<file path="config.mk">
export PLATFORM = sky130hd
export DESIGN_NAME = count_step_ctrl
export DESIGN_NICKNAME = d
export VERILOG_FILES = /design/src/rtl/count_pkg.sv /design/src/rtl/count_step_ctrl.sv
export SDC_FILE = /design/constraint.sdc
export NUM_CORES = 1
export LEC_CHECK = 0
export ABC_CLOCK_PERIOD_IN_PS = 1400
export BUFFER_PORTS_ARGS = -buffer_cell sky130_fd_sc_hd__clkbuf_2
export CORE_MARGIN = 2
export CORE_UTILIZATION = 43
export DETAILED_ROUTE_END_ITERATION = 7
export PLACE_DENSITY = 0.85
export SKIP_CTS_REPAIR_TIMING = 1
export SYNTH_ARGS = -nofsm -noshare
export SYNTH_HDL_FRONTEND = slang
export SYNTH_SLANG_ARGS = --single-unit
</file>
<file path="constraint.sdc">
create_clock -name clk -period 1.4 [get_ports clk]
set_input_delay 0.07 -clock clk [delete_from_list [all_inputs] [get_ports clk]]
set_output_delay 0.07 -clock clk [all_outputs]
set_load 0.03 [all_outputs]
</file>
<file path="src/rtl/count_pkg.sv">
// Shared definitions for the count-step control block: default sizing and FSM state encoding.
package count_pkg;

    localparam int unsigned DEF_WIDTH   = 4;
    localparam int unsigned DEF_ADD_LAT = 2;

    typedef enum logic [1:0] {
        StIdle = 2'd0,
        StWait = 2'd1,
        StCapt = 2'd2
    } state_e;

endpackage

</file>
<file path="src/rtl/count_step_ctrl.sv">
// Up/down counter built around an external registered adder: issues one add per step,
// waits out the adder latency, then captures sum and wrap.
module count_step_ctrl
    import count_pkg::*;
#(
    parameter int unsigned WIDTH   = DEF_WIDTH,
    parameter int unsigned ADD_LAT = DEF_ADD_LAT
) (
    input  logic             clk,
    input  logic             rst_n,
    input  logic             en,
    input  logic             up_dn,
    input  logic [WIDTH-1:0] step,
    input  logic             load,
    input  logic [WIDTH-1:0] load_val,
    output logic [WIDTH-1:0] add_x,
    output logic [WIDTH-1:0] add_y,
    output logic             add_cin,
    input  logic [WIDTH-1:0] add_s,
    input  logic             add_co,
    output logic [WIDTH-1:0] count,
    output logic             busy,
    output logic             done,
    output logic             wrap
);

    localparam int unsigned WCW = $clog2(ADD_LAT + 1);

    state_e           state_q;
    logic [WCW-1:0]   wait_cnt_q;
    logic [WIDTH-1:0] count_q;
    logic [WIDTH-1:0] add_x_q;
    logic [WIDTH-1:0] add_y_q;
    logic             add_cin_q;
    logic             up_dn_q;
    logic             busy_q;
    logic             done_q;
    logic             wrap_q;

    always_ff @(posedge clk or negedge rst_n) begin
        if (!rst_n) begin
            state_q    <= StIdle;
            wait_cnt_q <= '0;
            count_q    <= '0;
            add_x_q    <= '0;
            add_y_q    <= '0;
            add_cin_q  <= 1'b0;
            up_dn_q    <= 1'b0;
            busy_q     <= 1'b0;
            done_q     <= 1'b0;
            wrap_q     <= 1'b0;
        end else begin
            done_q <= 1'b0;
            unique case (state_q)
                StIdle: begin
                    if (load) begin
                        count_q <= load_val;
                        wrap_q  <= 1'b0;
                    end else if (en) begin
                        // Subtract as count + ~step + 1 so the adder only ever adds.
                        add_x_q    <= count_q;
                        add_y_q    <= up_dn ? step : ~step;
                        add_cin_q  <= ~up_dn;
                        up_dn_q    <= up_dn;
                        busy_q     <= 1'b1;
                        wait_cnt_q <= WCW'(ADD_LAT - 1);
                        state_q    <= StWait;
                    end
                end
                StWait: begin
                    if (wait_cnt_q == '0) begin
                        state_q <= StCapt;
                    end else begin
                        wait_cnt_q <= wait_cnt_q - 1'b1;
                    end
                end
                StCapt: begin
                    count_q <= add_s;
                    // On subtract a missing carry-out means a borrow.
                    wrap_q  <= up_dn_q ? add_co : ~add_co;
                    done_q  <= 1'b1;
                    busy_q  <= 1'b0;
                    state_q <= StIdle;
                end
                default: state_q <= StIdle;
            endcase
        end
    end

    assign add_x   = add_x_q;
    assign add_y   = add_y_q;
    assign add_cin = add_cin_q;
    assign count   = count_q;
    assign busy    = busy_q;
    assign done    = done_q;
    assign wrap    = wrap_q;

endmodule

</file>
==> flow_summary.toml <==
[die]
num_io_pins = 34
rows = 17
dieArea_um2 = 2660
die_y_um = 51.6
dieWidth_um = 51.6
initial_core_util_pct = 44.9
core_um2 = 2170

[synthesis]
synth_top_family_by_area = "compound AO/OA/AOI/OAI gates"
yosys.area_share.simple_pct = 11.4
synth_compound_area_share_pct = 14.2
syn_inst = 79
ys.warnings.count = 0
synthAdderAreaFrac_pct = 1.28
synth_ff_type = "dfrtp_1"
synth_xor_area_share_pct = 4.49
syn_area_per_cell_um2 = 12.3
synth-async-reset-ratio_pct = 100
synth_cell_types = 23
yosysSeqAreaShare_pct = 53.9
syn_area_um2 = 975
synth_mux_area_share_pct = 8.86
ys_ff_latch = 21
synth_edf_count = 0
syn_nets = 98

[drt]
route.detailed.drc = 0
postRouteAntennaNets = 0
drt_pass1_iterations = 4
vias_per_cell = 4.97
wl_um = 1990
drt_iter0_markers = 8
vias = 726
wire_per_inst_um = 13.7

[cts]
cts_buffers = 3
cts_buffer_depth = 2
htreeDepth = 1
root_buffer = "clkbuf_4"
clk_latency_ns = 0.29
cts_sinks = 21
cts.reportedPaths.clkPinSlew_ns = 0.11
tritoncts = "done"

[worst_setup_path]
crit_type = "reg -> reg"
cp-start-kind = "register"
cp-end-kind = "register"
critPathMaxFanout = 7
arrival_ns = 1.63
crit_required_ns = 1.59

[layout]
ff_latch_area_um2 = 526
fillers = 197
drive_gt1_share_pct = 53.4
nNetsFinal = 138
stdcell_count = 146
multiInputGateArea_um2 = 425
fin_util_pct = 58.5
areaGrowthSynthToFinish_pct = 30.2
final_area_um2 = 1270
antenna_cells = 0

[hold_path]
hold_class = "in -> reg"

[global_route]
grt_max_degree = 22
antenna_found_initial = 0
gr-total-overflow = 0
met1_usage_pct = 20.0
gr-max-usage-layer = "met2"
first_global_vias = 749
grt_usage_pct = 16.7
met3_usage_pct = 2.87
grt_pass1_wl_um = 3240
use_met2_pct = 29.7

[timing]
timing.hold.ws_ns = 0.0527
min_period_ns = 1.45
setup_viol = 7
slew_headroom_pct = 64.8
hold_viol = 0
finalCritPeriodShare_pct = 103
finClkSkew_ns = 0.00300
maxSlewViolCount = 0
layout_setup_ws_ns = -0.0478
worstMarginPinSlew_ns = 0.528
grt_setup_unrepaired = "true"
fmax_ghz = 0.691

[pwr]
cellPowerDensity_nw_per_um2 = 2320
p_leak_nw = 0.641
ir_worst_vdd_mv = 1.05

[placed_design]
dp_hpwl_um = 1480
place_inst = 140
placed_area_um2 = 1170
post-place-ws_ns = -0.0690
portBuffers = 33
gp_congestion = 0.857

[run_status]
status = "finished, violations left"
violations = "setup timing"

[run]
cap_violations = 0
## final cells by class
cell class / instances / area share (%)
tap: 28 / 2.76
sequential: 21 / 41.4
clock buffer: 4 / 2.07
inverter: 5 / 1.48
multi-input combinational: 49 / 33.5
timing repair buffer: 39 / 18.7
## through the flow
stage	TNS [ns]	power (W)
floorplan	-0.876	0.00216
global placement	-0.0376	0.00250
global route	-0.608	0.00315
finish	-0.235	0.00294
CTS	-0.444	0.00286
detailed placement	-0.269	0.00257
## Yosys cell counts, drive strengths merged, types with 2 or more instances
library cell  instances  share of area (%)
mux2                  6                8.9
nand2                 8                3.1
nor2                  5                1.9
nand3b                4                3.1
o21ai                 5                4.5
buf                   4                3.9
inv                   5                1.9
a21oi                 2                1.0
xor2                  5                4.5
o221a                 4                4.6
dfrtp                21                 54
## logic make-up (layout without fill, tap and decap cells)
family,after synthesis,count (layout)
simple gates,21,21
fa+ha+maj,1,1
xor+xnor,5,5
flops,21,21
compound gates,16,16
mux,6,6
buf+inv,9,48
## critical path, cell delays in order, from the launching register on
cell,delay (ns)
dfrtp_1,0.40
or4b_4,0.61
mux2_4,0.33
## flip-flops by register name, indices dropped and copies added, names as in the netlist
signal,flops
add_x,4
wrap,1
busy,1
state_q,2
wait_cnt_q,2
done,1
add_y,4
add_cin,1
count,4
up_dn_q,1
## routing by layer
layer,vias up,share of wire (%)
met1,348,42
met4,0,0
met2,25,53
li1,353,-
met5,-,0
met3,0,5.7
## worst paths after layout
check,slack [ns],startpoint,end,depth (start not counted)
max,-0.05,state_q[0]$_DFFE_PN0P_,up_dn_q$_DFFE_PN0P_,2
min,0.05,add_s[2],count[2]$_DFFE_PN0P_,2
max reg2reg,-0.05,state_q[0]$_DFFE_PN0P_,up_dn_q$_DFFE_PN0P_,2
min reg2reg,0.51,busy$_DFFE_PN0P_,busy$_DFFE_PN0P_,1
min in group asynchronous,0.27,rst_n,add_y[0]$_DFFE_PN0P_,2
max in group asynchronous,0.78,rst_n,wrap$_DFFE_PN0P_,2
## cells in the final DEF, fill, tap and decap left out, types with 2 or more instances in the layout
| cell | n |
|---|---|
| a21oi_1 | 2 |
| buf_4 | 3 |
| clkbuf_2 | 33 |
| clkbuf_4 | 3 |
| dfrtp_1 | 21 |
| inv_1 | 5 |
| mux2_4 | 5 |
| nand2_1 | 3 |
| nand2_4 | 4 |
| nand3b_1 | 4 |
| nor2_1 | 5 |
| o21ai_2 | 5 |
| o221a_2 | 4 |
| xor2_1 | 5 |
## power breakdown
part           internal (W)  switching (W)  total (W)
combinational      0.000648       0.000915    0.00156
clock              0.000111       0.000169   0.000280
sequential         0.000887       0.000215    0.00110
total               0.00165        0.00130    0.00294
No activity file was read; power rests on OpenSTA's default activity.
